File: config.mk
export PLATFORM = sky130hd
export DESIGN_NAME = coin_accumulator
export DESIGN_NICKNAME = d
export VERILOG_FILES = /design/src/rtl/coin_accumulator.sv
export SDC_FILE = /design/constraint.sdc
export NUM_CORES = 1
export LEC_CHECK = 0
export CAP_MARGIN = 20
export CORE_MARGIN = 8
export CORE_UTILIZATION = 48
export CTS_CLUSTER_SIZE = 14
export DETAILED_ROUTE_END_ITERATION = 8
export PLACE_DENSITY = 0.83
export SETUP_SLACK_MARGIN = 0.3
export SLEW_MARGIN = 15
export SYNTH_ARGS = -nofsm -noshare
export SYNTH_HDL_FRONTEND = slang
export SYNTH_SLANG_ARGS = --single-unit
File: constraint.sdc
create_clock -name I_CLK -period 3 [get_ports I_CLK]
set_input_delay 0.3 -clock I_CLK [delete_from_list [all_inputs] [get_ports I_CLK]]
set_output_delay 0.3 -clock I_CLK [all_outputs]
set_load 0.01 [all_outputs]
File: src/rtl/coin_accumulator.sv
// Coin decode and credit accumulation ahead of vending_machine.
// Credit clears on success or refund, then coins are locked out briefly.
module coin_accumulator #(
    parameter logic [15:0] MAX_CREDIT  = 16'd1000,
    parameter int          LOCK_CYCLES = 4
) (
    input  logic        I_CLK,
    input  logic        I_RESET,
    input  logic        I_COIN_VALID,
    input  logic [2:0]  I_COIN_CODE,
    input  logic        I_REFUND,
    input  logic        I_SUCCESS,
    output logic [15:0] O_CREDIT,
    output logic        O_REJECT,
    output logic        O_REFUND_VALID,
    output logic [15:0] O_REFUND_AMT,
    output logic        O_BUSY
);

    localparam int CW = (LOCK_CYCLES > 1) ? $clog2(LOCK_CYCLES) : 1;
    localparam logic [CW-1:0] LOCK_INIT = CW'(LOCK_CYCLES - 1);

    typedef enum logic [2:0] {
        S_IDLE  = 3'd0,
        S_ACCUM = 3'd1,
        S_LOCK  = 3'd2
    } state_t;

    state_t        state_q, state_d;
    logic [CW-1:0] cnt_q, cnt_d;
    logic [15:0]   credit_d;
    logic [15:0]   ramt_d;
    logic          reject_d;
    logic          rvalid_d;
    logic          refund_q;
    logic          refund_edge;
    logic          coin_ok;
    logic [15:0]   coin_val;
    logic [16:0]   sum;
    logic          fits;

    always_comb begin
        coin_ok  = 1'b1;
        coin_val = 16'd0;
        case (I_COIN_CODE)
            3'd0:    coin_val = 16'd1;
            3'd1:    coin_val = 16'd5;
            3'd2:    coin_val = 16'd10;
            3'd3:    coin_val = 16'd25;
            3'd4:    coin_val = 16'd100;
            3'd5:    coin_val = 16'd500;
            default: coin_ok  = 1'b0;
        endcase
    end

    // 17-bit sum so an over-limit coin can never wrap into range
    assign sum         = {1'b0, O_CREDIT} + {1'b0, coin_val};
    assign fits        = coin_ok && (sum <= {1'b0, MAX_CREDIT});
    assign refund_edge = I_REFUND & ~refund_q;

    always_comb begin
        state_d  = state_q;
        cnt_d    = cnt_q;
        credit_d = O_CREDIT;
        ramt_d   = O_REFUND_AMT;
        reject_d = 1'b0;
        rvalid_d = 1'b0;
        case (state_q)
            S_IDLE: begin
                if (I_COIN_VALID) begin
                    if (fits) begin
                        credit_d = sum[15:0];
                        state_d  = S_ACCUM;
                    end else begin
                        reject_d = 1'b1;
                    end
                end
            end
            S_ACCUM: begin
                if (I_SUCCESS) begin
                    credit_d = 16'd0;
                    cnt_d    = LOCK_INIT;
                    state_d  = S_LOCK;
                    reject_d = I_COIN_VALID;
                end else if (refund_edge) begin
                    ramt_d   = O_CREDIT;
                    rvalid_d = 1'b1;
                    credit_d = 16'd0;
                    cnt_d    = LOCK_INIT;
                    state_d  = S_LOCK;
                    reject_d = I_COIN_VALID;
                end else if (I_COIN_VALID) begin
                    if (fits) credit_d = sum[15:0];
                    else      reject_d = 1'b1;
                end
            end
            S_LOCK: begin
                reject_d = I_COIN_VALID;
                if (cnt_q == '0) state_d = S_IDLE;
                else             cnt_d   = cnt_q - 1'b1;
            end
            default: state_d = S_IDLE;
        endcase
    end

    always_ff @(posedge I_CLK or posedge I_RESET) begin
        if (I_RESET) begin
            state_q        <= S_IDLE;
            cnt_q          <= '0;
            refund_q       <= 1'b0;
            O_CREDIT       <= 16'd0;
            O_REJECT       <= 1'b0;
            O_REFUND_VALID <= 1'b0;
            O_REFUND_AMT   <= 16'd0;
            O_BUSY         <= 1'b0;
        end else begin
            state_q        <= state_d;
            cnt_q          <= cnt_d;
            refund_q       <= I_REFUND;
            O_CREDIT       <= credit_d;
            O_REJECT       <= reject_d;
            O_REFUND_VALID <= rvalid_d;
            O_REFUND_AMT   <= ramt_d;
            O_BUSY         <= (state_d == S_LOCK);
        end
    end

endmodule

==> out/results.txt <==
Run status: complete, no violations
Launch instance of the worst register-to-register path: O_CREDIT[4]
Endpoint class of the critical path: flop
Total of hold buffers inserted after clock tree synthesis: 0
Arrival time worst endpoint: 3060 ps
P per Cell Area: 280 nW/um^2
Post-synth net total: 289
Total CTS buffers: 5
Sequential area share after synthesis: 42.0%
Routability-driven placement congestion ratio: 0.927
Number of sinks driven by the clock tree: 41
Avg Vias per Cell: 5.54
Worst min-delay path class: in -> async
Worst EP required: 3170 ps
Height of the die: 87.3 microns
Clk buf depth: 2
# setup viols final: 0
Yosys reg bits: 41
Number of global-route vias before repair: 2349
Synth Instances: 270
Post-synthesis average cell area: 9.04 sq um
Slew of the pin with the lowest slew margin: 704 ps
Post-route worst hold slack: 439 ps
Critical Path Slowest Stage Cell: or3_1
End point of the critical path: O_CREDIT[3]
Clock tree root driver cell: clkbuf_8
Worst-path clk slew: 70 ps
Highest ir drop seen on vdd: 0.207 mV
Wire length of the first global-routing pass: 11900 microns
Port buffer count: 42
Final number of hold-violating endpoints: 0
Highest achievable clock rate: 346 MHz
Number of antenna violations at the first check in global routing: 0
Reg-to-reg setup timing slack: 120 ps
Met3 Wirelength: 449 microns
Proportion of register bits with asynchronous set or reset after synthesis: 100%
Start point of the critical path: I_COIN_CODE[2]
Maximum fanout count along the critical path: 6
Synth unique cells: 56
Die Outline Area: 7620 sq um
Nets@finish: 377
Wire length on met1: 3000 microns
ANT cells: 0
Row count: 26
Max-Slew Margin vs Limit: 52.6%
DR iter-0 viols: 188
Area delta synth->final: 46.0%
Total iterations of the first detailed-routing run: 4
Final setup skew: 3.57 ps
Ratio of cells with drive above 1 in the final layout: 28.0%
Routed wire per std cell: 17.1 microns
Dominant register cell in the synthesized netlist: dfrtp_1
H-Tree Depth: 2
Overall via count from detail_route: 2367
TritonCTS clock tree: built
Routed wire length: 7300 microns
Most used standard cell by instance count after synthesis: nand2_1
Count of flip-flops with a built-in enable after synthesis: 0
Largest net degree at the start of global routing: 42
Number of synthesis warnings: 0
Critical path buffer and inverter count: 1
Clock insertion delay at the later pin of the skew report: 290 ps
RSZ-0062 raised after global routing: yes
Number of fill cells in the layout: 360
Post-route clock period utilization: 96.4%
Power after layout: 0.997 mW
Crit path depth: 12
Number of max-cap violations: 0
Top Ports: 43
Post-synthesis instance area: 2440 sq um
Leakage component of the power: 1.67 nW
Die outline width: 87.3 microns
Highest routing layer actually used: met4
Worst setup path class: in -> reg
Overflow after GRT: 0
# DRC: 0
Setup total negative slack: 0 ps
R2R Path End: O_CREDIT[3]
Area of the core: 5010 sq um
DP HPWL: 5160 microns
Dominant cell type by area after synthesis: dfrtp_1
R2r worst-path depth: 9
Startpoint Class: input pin
Multi-input combinational cell area: 1510 sq um
Final ANT Viol Nets: 0
Delay of the slowest cell on the worst path: 390 ps
Biggest area contributors in the synthesized netlist: dfrtp_1 (42%), nand2_1 (9.4%), ha_1 (5.1%)
Min Clock Period, post-route: 2890 ps
Top Family by Delay on Critical Path: compound AO/OA/AOI/OAI gates
Global Route Usage Sum: 19.8%
Number of max-slew violations in the final report: 0
Total met2 wirelength after detailed routing: 3580 microns
Top-area cell type share of the netlist area: 42.0%
Initial standard-cell utilization of the core: 48.7%
Area used by sequential logic in the layout: 1030 sq um
Post-synth top cells: nand2_1 (61), dfrtp_1 (41), nor2_1 (18), inv_1 (15), o21ai_0 (13)
CP cell instances: buf_8, nor2b_4, o21a_1, ha_4, and2_4, a221oi_4, a2111oi_4, or3_1, o32a_1, a21oi_4, nand4_4, a32o_1
==> metal layers <==
layer,up-vias,track usage [%]
li1,1119,-
met1,1127,24.5
met2,97,32.8
met3,24,3.11
met4,0,9.53
met5,-,0
==> cell usage in the layout (no fill, tap or decap), drive strengths merged, types with 3 or more instances in the layout <==
| master | instances |
|---|---|
| xnor2 | 7 |
| nand2 | 61 |
| nor2 | 18 |
| nor3b | 3 |
| o21a | 3 |
| or3 | 3 |
| a21boi | 5 |
| ha | 10 |
| inv | 15 |
| clkdlybuf4s50 | 39 |
| nor3 | 8 |
| xor2 | 3 |
| and2 | 5 |
| nand3 | 3 |
| dfrtp | 41 |
| buf | 52 |
| clkbuf | 5 |
| a32oi | 3 |
| a41o | 3 |
| o21ai | 13 |
| a21oi | 15 |
| a32o | 7 |
| nor2b | 3 |
==> worst register-to-register path, stage by stage, from the launching register on <==
cell       delay (ps)
dfrtp_1           420
ha_4              270
and2_4            180
a221oi_4          350
a2111oi_4         150
or3_1             390
o32a_1            330
a21oi_4           210
nand4_4           170
a32o_1            300
==> how the worst min path moves through the flow <==
stage,startpoint,endpoint,slack (ps),cells past startpoint
after floorplan,I_REFUND,refund_q,330,0
after global placement,O_REFUND_AMT[11],O_REFUND_AMT[11],460,2
after detailed placement,O_REFUND_AMT[14],O_REFUND_AMT[14],460,2
after CTS,I_RESET,refund_q,450,3
after global routing,I_REFUND,refund_q,490,1
final,I_RESET,cnt_q[0],440,3
==> sequential cells by signal (all words and copies together) (netlist names) <==
name / cells
O_CREDIT: 16
cnt_q: 2
refund_q: 1
state_q: 3
O_REFUND_AMT: 16
O_REJECT: 1
O_REFUND_VALID: 1
O_BUSY: 1
==> through the flow <==
step / instance area, sq um / setup WS (ps) / instances / utilization (%)
floorplan: 2500 / 168 / 270 / -
global placement: 3270 / -598 / 412 / 65.2
detailed placement: 3270 / -623 / 412 / 65.2
CTS: 3540 / 208 / 427 / 70.6
global route: 3560 / 10.8 / 427 / 71.2
finish: 3560 / 108 / 427 / 71.2
==> cells by family (layout without fill, tap and decap cells) <==
family	after synthesis	count (layout)	synth area share (%)
fa+ha+maj	11	11	5.95
other cells	1	1	0.154
xor+xnor	10	10	3.59
flops	41	41	42.0
simple gates	117	117	23.3
compound gates	63	63	20.0
buf+inv	25	112	4.10
mux	2	2	0.820
==> layout make-up <==
cell class / instances / share of cell area [%]
clock buffers: 5 / 1.93
clock inverters: 1 / 0.140
inverters: 15 / 1.58
multi-input cells: 204 / 42.4
flip-flops and latches: 41 / 28.8
well taps: 70 / 2.46
repair buffers: 91 / 22.7
==> repair_timing <==
action | CTS | global route
setup buffers | 9 | 0
hold endpoints to repair | 0 | 0
endpoints found under the setup margin | 13 | 13
gates resized for setup | 34 | 10
pin swaps | 24 | 8
==> power by group <==
group | internal [mW] | total (mW) | switching [mW]
registers | 0.555 | 0.556 | 0.00165
clock network | 0.153 | 0.323 | 0.171
logic | 0.0564 | 0.118 | 0.0611
Power figures use the tool's default switching activity.
